<file path="config.mk">
export PLATFORM = sky130hd
export DESIGN_NAME = serial_add_ctrl_flat
export DESIGN_NICKNAME = d
export VERILOG_FILES = /design/src/rtl/serial_add_ctrl_if.sv /design/src/rtl/serial_add_ctrl.sv /design/src/flat_wrapper.sv
export SDC_FILE = /design/constraint.sdc
export NUM_CORES = 1
export LEC_CHECK = 0
export ABC_AREA = 1
export CELL_PAD_IN_SITES_DETAIL_PLACEMENT = 0
export CELL_PAD_IN_SITES_GLOBAL_PLACEMENT = 2
export CORE_MARGIN = 5
export CORE_UTILIZATION = 26
export DETAILED_ROUTE_END_ITERATION = 16
export PLACE_DENSITY_LB_ADDON = 0.3
export SKIP_LAST_GASP = 1
export SLEW_MARGIN = 25
export SYNTH_ARGS = -nofsm -noshare
export SYNTH_HDL_FRONTEND = slang
export SYNTH_SLANG_ARGS = --single-unit
</file>
<file path="constraint.sdc">
create_clock -name clk -period 1.16 [get_ports clk]
set_input_delay 0.232 -clock clk [delete_from_list [all_inputs] [get_ports clk]]
set_output_delay 0.232 -clock clk [all_outputs]
set_load 0.02 [all_outputs]
</file>
<file path="src/rtl/serial_add_ctrl_if.sv">
// Operand/result handshake bundle for the bit-serial adder controller.
// master = producer/consumer side, slave = controller side.
interface serial_add_ctrl_if #(
  parameter int WIDTH = 8
);
  logic             i_in_valid;
  logic             o_in_ready;
  logic [WIDTH-1:0] i_a;
  logic [WIDTH-1:0] i_b;
  logic             i_cin;
  logic             o_out_valid;
  logic             i_out_ready;
  logic [WIDTH-1:0] o_sum;
  logic             o_cout;
  logic             o_ovf;
  logic             o_busy;

  modport master (
    output i_in_valid, i_a, i_b, i_cin, i_out_ready,
    input  o_in_ready, o_out_valid, o_sum, o_cout, o_ovf, o_busy
  );

  modport slave (
    input  i_in_valid, i_a, i_b, i_cin, i_out_ready,
    output o_in_ready, o_out_valid, o_sum, o_cout, o_ovf, o_busy
  );
endinterface

</file>
<file path="src/rtl/serial_add_ctrl.sv">
// Bit-serial A+B+cin, LSB first through one full adder; result valid WIDTH cycles after accept.
// Operands accepted only in IDLE; result held in DONE until i_out_ready.
module serial_add_ctrl #(
  parameter int WIDTH = 8
) (
  input  logic                clk,
  input  logic                rst_n,
  serial_add_ctrl_if.slave    bus
);
  localparam int CW = (WIDTH > 1) ? $clog2(WIDTH) : 1;

  typedef enum logic [1:0] {IDLE, RUN, DONE} state_t;

  state_t           state;
  logic [WIDTH-1:0] a_q;
  logic [WIDTH-1:0] b_q;
  logic [WIDTH-1:0] sum_q;
  logic [CW-1:0]    cnt_q;
  logic             carry_q;
  logic             cout_q;
  logic             ovf_q;
  logic             in_ready_q;
  logic             out_valid_q;
  logic             busy_q;

  logic s_bit;
  logic c_next;

  assign s_bit  = a_q[0] ^ b_q[0] ^ carry_q;
  assign c_next = (a_q[0] & b_q[0]) | ((a_q[0] ^ b_q[0]) & carry_q);

  always_ff @(posedge clk or negedge rst_n) begin
    if (!rst_n) begin
      state       <= IDLE;
      a_q         <= '0;
      b_q         <= '0;
      sum_q       <= '0;
      cnt_q       <= '0;
      carry_q     <= 1'b0;
      cout_q      <= 1'b0;
      ovf_q       <= 1'b0;
      in_ready_q  <= 1'b1;
      out_valid_q <= 1'b0;
      busy_q      <= 1'b0;
    end else begin
      case (state)
        IDLE: begin
          if (bus.i_in_valid) begin
            a_q        <= bus.i_a;
            b_q        <= bus.i_b;
            carry_q    <= bus.i_cin;
            cnt_q      <= '0;
            state      <= RUN;
            in_ready_q <= 1'b0;
            busy_q     <= 1'b1;
          end
        end
        RUN: begin
          sum_q   <= {s_bit, sum_q[WIDTH-1:1]};
          a_q     <= a_q >> 1;
          b_q     <= b_q >> 1;
          carry_q <= c_next;
          cnt_q   <= cnt_q + 1'b1;
          // Last bit: capture carry-out and MSB overflow; counter parks at 0 rather than wrapping.
          if (cnt_q == CW'(WIDTH - 1)) begin
            cout_q      <= c_next;
            ovf_q       <= carry_q ^ c_next;
            cnt_q       <= '0;
            state       <= DONE;
            busy_q      <= 1'b0;
            out_valid_q <= 1'b1;
          end
        end
        DONE: begin
          if (bus.i_out_ready) begin
            state       <= IDLE;
            out_valid_q <= 1'b0;
            in_ready_q  <= 1'b1;
          end
        end
        default: state <= IDLE;
      endcase
    end
  end

  assign bus.o_in_ready  = in_ready_q;
  assign bus.o_out_valid = out_valid_q;
  assign bus.o_busy      = busy_q;
  assign bus.o_sum       = sum_q;
  assign bus.o_cout      = cout_q;
  assign bus.o_ovf       = ovf_q;
endmodule
</file>
<file path="src/flat_wrapper.sv">
// flat-port wrapper written by rule: the top's interface ports become plain ports
module serial_add_ctrl_flat 
#(
  parameter int WIDTH = 8
)
  (clk, rst_n, bus_i_in_valid, bus_i_a, bus_i_b, bus_i_cin, bus_i_out_ready, bus_o_in_ready, bus_o_out_valid, bus_o_sum, bus_o_cout, bus_o_ovf, bus_o_busy);
  serial_add_ctrl_if #(.WIDTH(WIDTH)) bus_i ();
  input  logic clk;
  input  logic rst_n;
  input wire logic [$bits(bus_i.i_in_valid)-1:0] bus_i_in_valid;
  input wire logic [$bits(bus_i.i_a)-1:0] bus_i_a;
  input wire logic [$bits(bus_i.i_b)-1:0] bus_i_b;
  input wire logic [$bits(bus_i.i_cin)-1:0] bus_i_cin;
  input wire logic [$bits(bus_i.i_out_ready)-1:0] bus_i_out_ready;
  output wire logic [$bits(bus_i.o_in_ready)-1:0] bus_o_in_ready;
  output wire logic [$bits(bus_i.o_out_valid)-1:0] bus_o_out_valid;
  output wire logic [$bits(bus_i.o_sum)-1:0] bus_o_sum;
  output wire logic [$bits(bus_i.o_cout)-1:0] bus_o_cout;
  output wire logic [$bits(bus_i.o_ovf)-1:0] bus_o_ovf;
  output wire logic [$bits(bus_i.o_busy)-1:0] bus_o_busy;
  assign bus_i.i_in_valid = bus_i_in_valid;
  assign bus_i.i_a = bus_i_a;
  assign bus_i.i_b = bus_i_b;
  assign bus_i.i_cin = bus_i_cin;
  assign bus_i.i_out_ready = bus_i_out_ready;
  assign bus_o_in_ready = bus_i.o_in_ready;
  assign bus_o_out_valid = bus_i.o_out_valid;
  assign bus_o_sum = bus_i.o_sum;
  assign bus_o_cout = bus_i.o_cout;
  assign bus_o_ovf = bus_i.o_ovf;
  assign bus_o_busy = bus_i.o_busy;
  serial_add_ctrl #(.WIDTH(WIDTH)) u_core (.clk(clk), .rst_n(rst_n), .bus(bus_i));
endmodule
</file>
Yosys cells after proc, flatten, opt, wreduce, memory -nomap -nowiden
Index checks and enable logic that the tools add are counted.
Word-level totals
  input port bits: 21
  output and inout bits: 13
  word-level logic and storage cells: 56
  register bits: 35
Cells by class
  add/subtract/negate cells: 1
  muxes and demuxes: 22
  eq/ne operators: 6
  reductions and logical operators: 10
  bitwise gates (word level): 6
Operators with widths (count)
  case mux 8 bit (2 select lines): 2
  two-way mux 8 bit: 2
  AND reduction 3 bit: 4
  case mux 1 bit (2 select lines): 4
  two-way mux 1 bit: 7
  two-way mux 2 bit: 3
  two-way mux 3 bit: 2
  case mux 2 bit (3 select lines): 1
  case mux 3 bit (2 select lines): 1
  nonzero test 2 bit: 3
  inequality test 2 bit, second input constant: 2
  AND reduction 2 bit: 2
  adder 3 x 1 -> 3 bit, second input constant: 1
  == test 3 bit, second input constant: 1
  XOR 1 bit: 3
  bitwise AND 1 bit: 2
  == test 2 x 1 -> 1 bit, second input constant: 1
  == test 2 bit, second input constant: 1
  logical NOT 2 bit: 1
  inequality test 2 x 1 -> 1 bit, second input constant: 1
  OR 1 bit: 1

Longest topological paths before layout
Gate-level depths: netlist (run 1).
  depth in word-level cells: 4
  gate-level depth with buffers: 7
  depth with buffers taken out: 6

Least setup slack after synthesis (run 1)
No wires, ideal clock.
  path type: reg2reg
  from: reg u_core.carry_q
  to: reg u_core.ovf_q, in the netlist u_core.bus.o_ovf
  path slack: -0.078 ns
  library setup time: 0.116 ns
  cell stages (with the launch flop): 5
  path buffers: 0
  period minus slack after synthesis: 1.238 ns
  required time: 1.044 ns
  data arrival time: 1.122 ns
  cell sequence: dfrtp_1 > fa_1 > xor2_1 > nand2_1 > nand2_1
On the way
  word-level cells in the longest chain between the ends: 3
Ends and longest elaborated chain
  from (decl): line serial_add_ctrl.sv:19  | logic carry_q;
  from (signal assigned): line serial_add_ctrl.sv:51  | carry_q <= bus.i_cin;
  from (signal assigned): line serial_add_ctrl.sv:62  | carry_q <= c_next;
  bitwise AND 1 bit: line serial_add_ctrl.sv:30  | assign c_next = (a_q[0] & b_q[0]) | ((a_q[0] ^ b_q[0]) & carry_q);
  OR 1 bit: line serial_add_ctrl.sv:30
  net u_core.c_next: line serial_add_ctrl.sv:27  | logic c_next;
  XOR 1 bit: line serial_add_ctrl.sv:67  | ovf_q <= carry_q ^ c_next;
  to (signal assigned): line serial_add_ctrl.sv:67
  to (decl): line serial_add_ctrl.sv:21  | logic ovf_q;
The timed path passes the listed nets, and every way through them passes these cells.
A chain may end at the register's enable or synchronous reset.

Worst setup path after layout (run 1)
  from: reg u_core.a_q[0]
  to: reg u_core.ovf_q, in the netlist u_core.bus.o_ovf
On the way
  word-level cells in the longest chain between the ends: 4
  elaborated cells on any way between the ends: 5
  those cells by class: bitwise (5)
Ends and longest elaborated chain
  from (decl): line serial_add_ctrl.sv:15  | logic [WIDTH-1:0] a_q;
  from (signal assigned): line serial_add_ctrl.sv:49  | a_q <= bus.i_a;
  from (signal assigned): line serial_add_ctrl.sv:60  | a_q <= a_q >> 1;
  XOR 1 bit: line serial_add_ctrl.sv:30
  bitwise AND 1 bit: line serial_add_ctrl.sv:30
  OR 1 bit (*): line serial_add_ctrl.sv:30
  net u_core.c_next: line serial_add_ctrl.sv:27
  XOR 1 bit (*): line serial_add_ctrl.sv:67
Mark *: on every way through the listed nets, which the timed path passes. The rest lies on a longest branch.

==> results of run 1 <==
power by group:
| part | total (mW) | switching [mW] | internal (mW) |
|---|---|---|---|
| Clock | 0.854 | 0.435 | 0.419 |
| Combinational | 2.57 | 1.48 | 1.09 |
| Sequential | 2.08 | 0.326 | 1.75 |
metrics by stage:
stage / utilization / hold WS, ps / cell area [um^2] / cells / total power, mW
after global placement: 0.357 / 458 / 2140 / 320 / 4.71
after detailed placement: 0.357 / 466 / 2140 / 320 / 4.76
after global routing: 0.371 / 327 / 2220 / 331 / 6.10
final: 0.371 / 315 / 2220 / 331 / 5.50
after CTS: 0.362 / 318 / 2170 / 328 / 5.49
after floorplan: - / -63.6 / 1630 / 204 / 3.68
cell type report:
| type | count | share of cell area |
|---|---|---|
| clock inverters | 2 | 0.00563 |
| clock buffers | 6 | 0.0327 |
| inverters | 9 | 0.0175 |
| well taps | 75 | 0.0422 |
| flip-flops and latches | 35 | 0.396 |
| multi-input cells | 151 | 0.307 |
| repair buffers | 53 | 0.199 |
synthesized netlist by cell type:
cell type  instances
o21ai_2            1
nor2_1             2
nor2_2             1
ha_1               3
nand2_2            1
xor2_1             1
buf_4              4
inv_2              2
o21ai_1            1
dfstp_2            1
inv_1              7
dfrtp_1           34
fa_1               1
buf_2              5
nand3_1           17
o21ai_0            9
nand2_1          114
registers in the layout, summed over array words and instances (netlist names):
name / cells
u_core.a_q: 8
u_core.b_q: 8
u_core.bus.o_sum: 8
u_core.cnt_q: 3
u_core.state: 2
u_core.bus.o_busy: 1
u_core.bus.o_cout: 1
u_core.bus.o_in_ready: 1
u_core.bus.o_out_valid: 1
u_core.bus.o_ovf: 1
u_core.carry_q: 1
metal layers:
metal | share of wire | global-route usage | vias up
li1 | - | - | 734
met1 | 0.48 | 0.147 | 632
met2 | 0.47 | 0.177 | 23
met3 | 0.048 | 0.0313 | 4
met4 | 0.0085 | 0.0325 | 0
met5 | 0 | 0 | -
logic make-up (layout without fill, tap and decap cells):
| kind of cell | Yosys count | in the layout | share of synthesized area |
|---|---|---|---|
| buffers and inverters | 18 | 70 | 0.0547 |
| AO/OA/AOI/OAI | 11 | 11 | 0.0362 |
| AND/OR/NAND/NOR | 135 | 135 | 0.328 |
| flip-flops | 35 | 35 | 0.540 |
| adder cells (fa/ha/maj) | 4 | 4 | 0.0354 |
| XOR/XNOR | 1 | 1 | 0.00539 |
worst register-to-register path, stage by stage (launching register included):
cell and delay (ps):
dfrtp_1 410, fa_2 420, xor2_1 150, nand2_1 60
nand2_1 40
worst max path at each step:
stage                            end  slack (ps)                  start
floorplan           u_core.bus.o_ovf           9          u_core.a_q[0]
detailed placement     u_core.a_q[0]        -180         bus_i_in_valid
finish              u_core.bus.o_ovf         -30          u_core.a_q[0]
CTS                 u_core.bus.o_ovf         -30         u_core.carry_q
global placement      bus_o_in_ready        -170  u_core.bus.o_in_ready
global route        u_core.bus.o_ovf         -60          u_core.a_q[0]
placed cells by master (no fill, tap or decap), types with 2 or more instances in the layout:
master           instances
clkbuf_8                 5
inv_1                    6
buf_6                    3
nand2_1                113
dfrtp_2                  2
buf_4                   17
clkdlybuf4s50_1         20
buf_2                   12
dfrtp_1                 32
inv_4                    2
nand3_1                 17
ha_2                     2
o21ai_0                  9
nand2_2                  2
timing repair:
item / 4_1_cts / 5_1_grt
gates resized for setup: 53 / 14
pin swaps: 2 / 1
setup endpoints to repair: 21 / 28
buffers inserted: 0 / 3
==> results.md, run 1 <==
- Peak fanout along the critical path: 3
- Chip height: 89.0 um
- Drt initial violations: 38
- GRT Overall Usage: 0.111
- First-pass GRT wire length: 6.83 mm
- Synth Cell Area: 1620 um^2
- Area growth, synth to finish: 36.8%
- Mapped Cells: 204
- Synth Register Bits: 35
- Register area: 880 um^2
- Slowest-stage cell, CP: fa_2
- Setup TNS: -38.3 ps
- Clock sink total: 35
- Io pins: 34
- Clk root buf: clkbuf_8
- Routed Wire Length: about 3.9 mm
- Initial antenna violation count: 0
- Global route overflow: 0
- Final setup fails: 3
- DIE AREA: 7930 um^2
- Hold Vio Cnt, Final: 0
- Latest clock arrival within the worst-skew pair: 280 ps
- VDD IR max: approximately 0.79 mV
- Worst-path clk slew: 70 ps
- Outcome: finished with violations
- FF-to-FF End: u_core.bus.o_ovf
- Worst Reg2Reg Path Length in Cells: 4
- Worst r2r src: u_core.a_q[0]
- Kind of critical path: flop to flop
- Core ar.: 5990 um^2
- Largest net degree at the start of global routing: 36
- DRC Markers: 0
- Clk_skew: 5.46 ps
- Critical path's largest stage delay: 420 ps
- CTS buffer count: 5
- Share of cells above drive strength 1: 0.211
- FILL cells: 662
- RSZ-0062 raised after global routing: true
- Syn. warnings: 0
- Syn nets: 229
- Pwr Density: 2480 nW/um^2
- Synth unique cells: 17
- Max-cap violations: 0
- Final Cycle Share: 1.02
- Vias in the first global route: 1518
- Leak: 1.16 nW
- WP depth: 4
- Slew @ Worst Pin: between 150 and 200 ps
- CTS tree: built
- Buf+Inv Stages, Crit Path: 0
- Violated checks: negative setup slack
- Number of port buffers: 33
- Synth area leader: dfrtp_1
- DR WL/cell: about 12 um
- Via count: 1393
- Worst endpoint required time: 1340 ps
- H-tree Lvls: 2
- DP HPWL: 2.72 mm
- Gp weighted congestion: 0.680
- Post-synthesis sequential area ratio: 0.540
- Crit path cell chain: fa_2, xor2_1, nand2_1, nand2_1
- Detail Route Antenna Nets: 0
- Initial core utilization: 0.271
- CP top delay family: adder cells
- Top cells by area, synth: dfrtp_1 52%, nand2_1 26%, nand3_1 5.2%, o21ai_0 2.8%, ha_1 2.3%
- Flop2flop setup slack: -30 ps
- DR pass1 iterations: 4
- Hold Crit Class: primary input to async pin
- Critical Path Source Type: flop
- Crit. End Element: flop
- Tmin final: 1190 ps
- Worst setup margin: -25.8 ps
- Synthesized area per cell: 7.96 um^2
- Vias per inst: around 4.2
- Clock tree buffer depth: 2
- Fmax: 0.843 GHz
- Slew margin rel.: 0.872
- Pre-CTS setup slack: -181 ps
- Nets: 280
- Area of the multi-input gates: 683 um^2
- Critical Path AT: 1370 ps
- Ant. Diodes: 0
- Row cnt: 28
- Crit path top cell by count: nand2_1
- Final Max Slew Viols: 0
- Hold_buf cts: 0
- Chip Width: 89.0 um
- Yosys top cell area share: 0.524
Note: power is estimated with default switching activity, not from simulation.
==> inputs of run 2 (changes only) <==
- CORE_ASPECT_RATIO: default -> 1.4
- HOLD_SLACK_MARGIN: default -> 0.06
==> results.md, run 2 (same netlist as run 1, synthesis figures left out) <==
- Final Cell Area: 2300 um^2
- Crit path cell chain: fa_2, xor2_1, nand2_1, nand2_1
- Number of port buffers: 33
- Share of cells above drive strength 1: 0.213
- Fmax: 0.847 GHz
- Final non-filler cell total: 330
- Tmin final: 1180 ps
- Core ar.: about 6000 um^2
- Slew margin rel.: 0.847
- Area growth, synth to finish: 41.6%
- Clk_skew: about 6.5 ps
- Worst endpoint required time: roughly 1300 ps
- First-pass GRT wire length: 6.84 mm
- Crit. End Element: flop
- CP top delay family: adder cells
- Clk root buf: clkbuf_8
- Vias in the first global route: between 1000 and 1500
- Drt initial violations: 75
- DP HPWL: 2.83 mm
- Slowest-stage cell, CP: fa_2
- Worst setup margin: -20.3 ps
- DRC Markers: 0
- Clock tree buffer depth: 2
- FF-to-FF End: u_core.bus.o_ovf
- Hold_buf cts: 0
- FILL cells: 650
- Min Hold Slack: roughly 370 ps
- Peak fanout along the critical path: 3
- DIE AREA: 7950 um^2
- Slew @ Worst Pin: about 230 ps
- Pre-CTS setup slack: -176 ps
- Detail Route Antenna Nets: 0
- Outcome: finished with violations
- CTS tree: built
- Most common cell after layout, fill and taps aside: nand2_1
- Worst-path clk slew: around 70 ps
- Io pins: 34
- Final Cycle Share: 1.02
- Crit path top cell by count: nand2_1
- H-tree Lvls: 2
- Gp weighted congestion: 0.718
- Clock sink total: 35
- Final setup fails: 2
- Worst r2r src: u_core.carry_q
- Final Max Slew Viols: 0
- Chip Width: roughly 77 um
- Leak: 1.20 nW
- Initial core utilization: 0.263
- Nets: roughly 280
- Critical path's largest stage delay: around 430 ps
- DR WL/cell: 12.6 um
- Critical Path AT: roughly 1400 ps
- Via count: 1428
- Largest net degree at the start of global routing: 25
- Violated checks: negative setup slack
- Post-DP Area: 2160 um^2
- Most frequent cells in the layout: 113 x nand2_1, 32 x dfrtp_1, 20 x clkdlybuf4s50_1, 16 x nand3_1, 14 x buf_4
- Max-cap violations: 0
- Hold Crit Class: primary input to async pin
- Ant. Diodes: 0
- Pwr Density: 2540 nW/um^2
- GRT Overall Usage: 0.106
- Row cnt: 34
- Critical Path Source Type: flop
- Placed Cells: 319
- DR pass1 iterations: 3
- VDD IR max: 0.805 mV
- Hold Vio Cnt, Final: 0
- Buf+Inv Stages, Crit Path: 0
- Setup TNS: -21.6 ps
- Design Power: 5.84 mW
- Flop2flop setup slack: -20 ps
- Global route overflow: 0
- Routed Wire Length: 4.16 mm
- Initial antenna violation count: 0
- Final core occ: 0.373
- RSZ-0062 raised after global routing: true
- Chip height: 104 um
- Kind of critical path: flop to flop
- Worst Reg2Reg Path Length in Cells: 4
- CTS buffer count: 5
- Latest clock arrival within the worst-skew pair: 280 ps
- Vias per inst: 4.33
run 2: how the worst max path moves through the flow:
stage / slack [ps] / to / cells past startpoint / from
after floorplan: 9 / u_core.bus.o_ovf / 4 / u_core.a_q[0]
after CTS: -30 / bus_o_in_ready / 1 / u_core.bus.o_in_ready
after detailed placement: -180 / bus_o_in_ready / 1 / u_core.bus.o_in_ready
after global placement: -170 / bus_o_in_ready / 1 / u_core.bus.o_in_ready
after global routing: -60 / u_core.bus.o_ovf / 4 / u_core.carry_q
final: -20 / u_core.bus.o_ovf / 4 / u_core.carry_q
run 2: where the power goes:
part	leakage [nW]	total, mW	switching (mW)	internal, mW
sequential	0.434	2.06	0.310	1.75
combinational	0.717	2.81	1.57	1.24
clock	0.0515	0.976	0.433	0.542
total	1.20	5.84	2.31	3.53
run 2: cell type report:
type                       instances  area (um^2)  area share
inverter                           9         41.3      0.0180
multi-input combinational        151          691       0.300
timing repair buffer              55          498       0.217
clock buffer                       8          100      0.0435
sequential                        35          880       0.382
tap                               72         90.1      0.0392
run 2: timing repair:
item / in CTS / in global routing
buffers inserted: 0 / 1
gates resized for setup: 47 / 23
gates cloned: 0 / 2
setup endpoints to repair: 15 / 36
pin swaps: 2 / 0
run 2: per-layer routing:
layer  share of wire  wire [um]  GRT usage
met1            0.44       1830      0.124
met2            0.51       2120      0.182
met3           0.036        151     0.0313
met4           0.014         60     0.0375
met5               0          0          0
==> RTL change 1: new RTL, settings of run 1 <==
`WIDTH` is set to 8 in 3 places; all go to 16.
--- a/src/rtl/serial_add_ctrl_if.sv
+++ b/src/rtl/serial_add_ctrl_if.sv
@@ -1,7 +1,7 @@
 // Operand/result handshake bundle for the bit-serial adder controller.
 // master = producer/consumer side, slave = controller side.
 interface serial_add_ctrl_if #(
-  parameter int WIDTH = 8
+  parameter int WIDTH = 16
 );
   logic             i_in_valid;
   logic             o_in_ready;
--- a/src/rtl/serial_add_ctrl.sv
+++ b/src/rtl/serial_add_ctrl.sv
@@ -1,7 +1,7 @@
 // Bit-serial A+B+cin, LSB first through one full adder; result valid WIDTH cycles after accept.
 // Operands accepted only in IDLE; result held in DONE until i_out_ready.
 module serial_add_ctrl #(
-  parameter int WIDTH = 8
+  parameter int WIDTH = 16
 ) (
   input  logic                clk,
   input  logic                rst_n,
--- a/src/flat_wrapper.sv
+++ b/src/flat_wrapper.sv
@@ -1,7 +1,7 @@
 // flat-port wrapper written by rule: the top's interface ports become plain ports
 module serial_add_ctrl_flat 
 #(
-  parameter int WIDTH = 8
+  parameter int WIDTH = 16
 )
   (clk, rst_n, bus_i_in_valid, bus_i_a, bus_i_b, bus_i_cin, bus_i_out_ready, bus_o_in_ready, bus_o_out_valid, bus_o_sum, bus_o_cout, bus_o_ovf, bus_o_busy);
   serial_add_ctrl_if #(.WIDTH(WIDTH)) bus_i ();
Interface: changed (resized bus_i_a, bus_i_b and bus_o_sum); port bits go from 34 to 58. No check against the original RTL was run, so the function may have changed too.
==> RTL change 1 against run 1 <==
The run still ends with negative setup slack left; combinational power grew to 2.7 times the old value; total power is 120% higher; sequential cell count is 25 higher; cell area is 98% higher; global-route usage is 0.16 points higher; setup slack worse by 54 ps; area after synthesis is 73% higher; routed wire length is 88% higher; critical endpoint is now u_core.a_q[1].
==> RTL change 1: results (changes against run 1) <==
.. list-table::
   :header-rows: 1

   * - Metric
     - Value
   * - Status
     - finished with violations (unchanged)
   * - Violations in the final reports
     - negative setup slack (unchanged)
   * - Top cells by count, synth
     - sky130_fd_sc_hd__nand2_1 (138), sky130_fd_sc_hd__dfrtp_1 (59), sky130_fd_sc_hd__inv_1 (43) (was sky130_fd_sc_hd__nand2_1 (114), sky130_fd_sc_hd__dfrtp_1 (34), sky130_fd_sc_hd__nand3_1 (17))
   * - Last weighted congestion value of the routability-driven placer
     - 0.717 (was 0.680)
   * - First-iteration detailed-routing DRC count
     - 97 (was 38)
   * - Critical Path AT
     - 1460 ps (was 1370 ps)
   * - Clock latency on the worst-skew pair
     - 330 ps (was 280 ps)
   * - Global-route wire length before repair
     - 11.8 mm (was 6.83 mm)
   * - Top area cells in the synthesized netlist
     - sky130_fd_sc_hd__dfrtp_1 (52%), sky130_fd_sc_hd__nand2_1 (18%), sky130_fd_sc_hd__inv_1 (5.7%) (was sky130_fd_sc_hd__dfrtp_1 (52%), sky130_fd_sc_hd__nand2_1 (26%), sky130_fd_sc_hd__nand3_1 (5.2%))
   * - Clk_skew
     - 10.6 ps (was 5.46 ps)
   * - Fill cells
     - 1153 (was 662)
   * - Total leakage power
     - 0.00220 uW (was 0.00116 uW)
   * - Final net count
     - 498 (was 280)
   * - Post-synthesis net count
     - 397 (was 229)
   * - Setup violations, final
     - 44 (was 3)
   * - Slowest library cell on the worst path
     - sky130_fd_sc_hd__dfrtp_1 (was sky130_fd_sc_hd__fa_2)
   * - Top delay family on crit path
     - buffers and inverters (was adder cells)
   * - IO buf count
     - 57 (was 33)
   * - Setup slack after layout
     - -79.5 ps (was -25.8 ps)
   * - Routed len/inst
     - 12.1 um (was 11.7 um)
   * - Overall global routing resource usage
     - 11.3% (was 11.1%)
   * - Placement Setup Slack
     - -311 ps (was -181 ps)
   * - Via total after detailed routing
     - 2477 (was 1393)
   * - Worst ir drop on vdd
     - 0.878 mV (was 0.794 mV)
   * - Proportion of layout cells with a drive suffix above 1
     - 31.5% (was 21.1%)
   * - H-tree Lvls
     - 3 (was 2)
   * - Final sum of negative setup slack
     - -2160 ps (was -38.3 ps)
   * - Largest fanout on the critical path
     - 5 (was 3)
## RTL change 1: cell types whose count changed after synthesis, sizes merged, moves of 2 or more
| cell | delta |
|---|---|
| nand3 | -12 |
| o21ai | +38 |
| ha | -2 |
| dfrtp | +25 |
| nand2 | +25 |
| nor2 | +31 |
| inv | +37 |
| buf | +7 |
## RTL change 1: final cells by class
| type | count | share of cell area, % |
|---|---|---|
| sequential | 60 | 34.1 |
| multi-input combinational | 236 | 28.2 |
| timing repair buffer | 106 | 25.2 |
| inverter | 46 | 4.35 |
| clock buffer | 15 | 4.01 |
| tap | 140 | 3.98 |
| clock inverter | 1 | 0.114 |
## RTL change 1: worst register-to-register path, stage by stage (launching register included)
cell	delay [ps]
sky130_fd_sc_hd__dfrtp_1	390
sky130_fd_sc_hd__inv_2	150
sky130_fd_sc_hd__nand2_8	120
sky130_fd_sc_hd__buf_12	160
sky130_fd_sc_hd__clkbuf_16	160
sky130_fd_sc_hd__nor2_2	100
sky130_fd_sc_hd__o21ai_2	70
## RTL change 1: worst paths after layout
kind / start / end / slack (ps) / cells past startpoint
worst max-delay path: u_core.state[1] / u_core.a_q[1] / -80 / 6
worst min-delay path: rst_n / u_core.bus.o_sum[0] / 250 / 2
worst max register to register: u_core.state[1] / u_core.a_q[1] / -80 / 6
worst min register to register: u_core.bus.o_sum[0] / u_core.bus.o_sum[0] / 480 / 2
max in group asynchronous: rst_n / u_core.bus.o_in_ready / 460 / 3
min in group clk: bus_i_a[15] / u_core.a_q[15] / 460 / 3
## RTL change 1: power breakdown
| group | switching (uW) | leakage [uW] | internal, uW |
|---|---|---|---|
| Combinational | 3400 | 0.00138 | 3410 |
| Sequential | 688 | 0.000727 | 3120 |
| Clock | 796 | 0.0000937 | 952 |
## RTL change 1: kinds of logic after synthesis
logic type	count (synthesis)	share of synthesized area (%)
simple gates	182	25.1
xor+xnor	1	0.311
buf+inv	62	9.90
flops	60	53.3
compound gates	51	10.2
fa+ha+maj	2	1.15
## RTL change 1: stage by stage
step           power (uW)  hold slack (ps)  cell area [sq um]  cells
3_5_place_dp         8740             54.8               3700    567
3_3_place_gp         8680             55.0               3700    567
6_report            12400              245               4400    604
4_1_cts             11300              236               4100    594
2_1_floorplan        6810            -63.6               2820    358
5_1_grt             13400              262               4400    604
## RTL change 1: layer usage
metal  GRT usage, %  wire, um  up-vias
met3           2.70       288       13
li1               -         -     1287
met5              0         0        -
met4           3.80       114        0
met2           18.0      3530       47
met1           15.0      3370     1130
## RTL change 1: timing repair
action                                  4_1_cts  5_1_grt
setup buffers                                 8        6
hold buffers                                  1        0
resized for setup                           132       66
endpoints found under the setup margin       66       61
pin swaps                                     8        9
gates cloned                                  3        4
hold endpoints to repair                     59        0
==> RTL change 2: new RTL, config.mk and constraints of run 1 <==
Made on the original files. The 3 states of `state_t` get a one-hot encoding in 3 bits.
--- a/src/rtl/serial_add_ctrl.sv
+++ b/src/rtl/serial_add_ctrl.sv
@@ -9,7 +9,7 @@
 );
   localparam int CW = (WIDTH > 1) ? $clog2(WIDTH) : 1;
 
-  typedef enum logic [1:0] {IDLE, RUN, DONE} state_t;
+  typedef enum logic [2:0] {IDLE = 3'b001, RUN = 3'b010, DONE = 3'b100} state_t;
 
   state_t           state;
   logic [WIDTH-1:0] a_q;
Check against the original RTL: no difference found for any inputs over 10 cycles, from zero or initial values and one cycle with rst_n low; not proved beyond that.
==> RTL change 2 against run 1 <==
Area after synthesis up 10%; largest cell class unchanged; setup slack worse by 120 ps; cell area up 24%; synthesized cell count up 4.9%; total power up 17%; sequential cell count up 1; the run still ends with negative setup slack left; count of clock-buffer cells in the layout unchanged; cell count up 9.1%; routed wire length up 26%; critical endpoint is now u_core.bus.o_sum[6]; global-route usage up 0.79 points.
==> RTL change 2: results (changes against run 1) <==
.. list-table::
   :header-rows: 1

   * - Metric
     - Value
   * - Status
     - finished with violations (unchanged)
   * - Violations in the final reports
     - negative setup slack (unchanged)
   * - Worst reg2reg path startpoint
     - u_core.state[0] (was u_core.a_q[0])
   * - Met3 track demand over resource in global routing
     - 3.14% (was 3.13%)
   * - Complex-gate fraction of the synthesized area
     - 2.65% (was 3.62%)
   * - Endpoint of the lowest-slack register-to-register path
     - u_core.bus.o_sum[6] (was u_core.bus.o_ovf)
   * - Transition time at the pin with the least slew margin
     - 202 ps (was 192 ps)
   * - Largest stage delay on the critical path
     - 580 ps (was 420 ps)
   * - Via total after detailed routing
     - 1635 (was 1393)
   * - Clk_skew
     - 6.35 ps (was 5.46 ps)
   * - GR Layer Usage met2
     - 20.2% (was 17.7%)
   * - Critical Path AT
     - 1480 ps (was 1370 ps)
   * - Top delay family on crit path
     - flip-flops (was adder cells)
   * - Slowest library cell on the worst path
     - sky130_fd_sc_hd__dfstp_2 (was sky130_fd_sc_hd__fa_2)
   * - Final Hold Slack
     - 309 ps (was 315 ps)
   * - Routed wire length
     - 4.87 mm (was 3.88 mm)
   * - Share of the yosys chip area belonging to registers
     - 50.4% (was 54.0%)
   * - Post-synthesis net count
     - 238 (was 229)
   * - First-iteration detailed-routing DRC count
     - 43 (was 38)
   * - Placed standard-cell area
     - 0.00245 sq mm (was 0.00214 sq mm)
   * - Maximum number of pins on one net before global-route repair
     - 37 (was 36)
   * - Proportion of layout cells with a drive suffix above 1
     - 34.2% (was 21.1%)
   * - Setup slack after layout
     - -145 ps (was -25.8 ps)
   * - Global-route wire length before repair
     - 8.16 mm (was 6.83 mm)
   * - Met1 Track Usage GR
     - 14.8% (was 14.7%)
   * - Top cells by count, synth
     - sky130_fd_sc_hd__nand2_1 (90), sky130_fd_sc_hd__dfrtp_1 (34), sky130_fd_sc_hd__nand3_1 (25) (was sky130_fd_sc_hd__nand2_1 (114), sky130_fd_sc_hd__dfrtp_1 (34), sky130_fd_sc_hd__nand3_1 (17))
   * - Number of unique standard cell types used by synthesis
     - 22 (was 17)
   * - Largest fanout on the critical path
     - 6 (was 3)
   * - Routed length on met2
     - 2.46 mm (was 1.80 mm)
   * - Arithmetic-cell share of the synthesized area counting full adders, half adders and majority gates
     - 2.51% (was 3.54%)
   * - Number of global-route vias before repair
     - 1710 (was 1518)
   * - Total instance count after detailed placement
     - 347 (was 320)
   * - Setup violations, final
     - 37 (was 3)
   * - Xor/xnor cell area share of the yosys netlist
     - 0.489% (was 0.539%)
   * - Hpwl dp
     - 3.22 mm (was 2.72 mm)
   * - Path depth of the worst reg2reg path
     - 6 (was 4)
   * - Overall global routing resource usage
     - 11.9% (was 11.1%)
   * - Post-DR vias/cell
     - 4.53 (was 4.21)
## RTL change 2: cell count changes in the layout (fill, tap and decap cells not counted), sizes merged, moves of 2 or more
cell	before	now
buf	33	48
inv	9	11
nand2	115	91
nand3	17	27
nand4	0	18
nor2	3	5
o21ai	11	8
## RTL change 2: per-stage QoR
step,total power [uW],util [%]
after global routing,6980,40.8
after floorplan,3720,-
after global placement,4910,36.3
after detailed placement,4920,36.3
after CTS,6410,40.3
final,6450,40.8
## RTL change 2: worst min-delay path by stage
stage / from / endpoint / cells after the start
2_1_floorplan: rst_n / u_core.a_q[0] / 0
6_report: rst_n / u_core.bus.o_sum[1] / 2
4_1_cts: rst_n / u_core.a_q[4] / 2
5_1_grt: rst_n / u_core.a_q[4] / 2
3_5_place_dp: u_core.bus.o_ovf / u_core.bus.o_ovf / 2
3_3_place_gp: u_core.bus.o_ovf / u_core.bus.o_ovf / 2
## RTL change 2: layout make-up
| class | count | area (sq um) |
|---|---|---|
| fill | 706 | 4000 |
| sequential | 36 | 905 |
| clock inverter | 2 | 35.0 |
| tap | 80 | 100 |
| multi-input combinational | 154 | 890 |
| timing repair inverter | 1 | 7.51 |
| inverter | 12 | 51.3 |
| clock buffer | 6 | 72.6 |
| timing repair buffer | 70 | 698 |
## RTL change 2: power breakdown
group / leakage, uW / switching (uW) / internal (uW)
registers: 0.000450 / 341 / 1750
clock network: 0.0000552 / 442 / 638
logic: 0.000873 / 1690 / 1590
total: 0.00138 / 2470 / 3980
## RTL change 2: worst register-to-register path, delay by kind of cell, from the launching register on
| family | cells | cell delay [ps] |
|---|---|---|
| AOI/OAI and AO/OA | 1 | 60 |
| buffers and inverters | 3 | 360 |
| DFF | 1 | 580 |
| and+or+nand+nor | 2 | 190 |
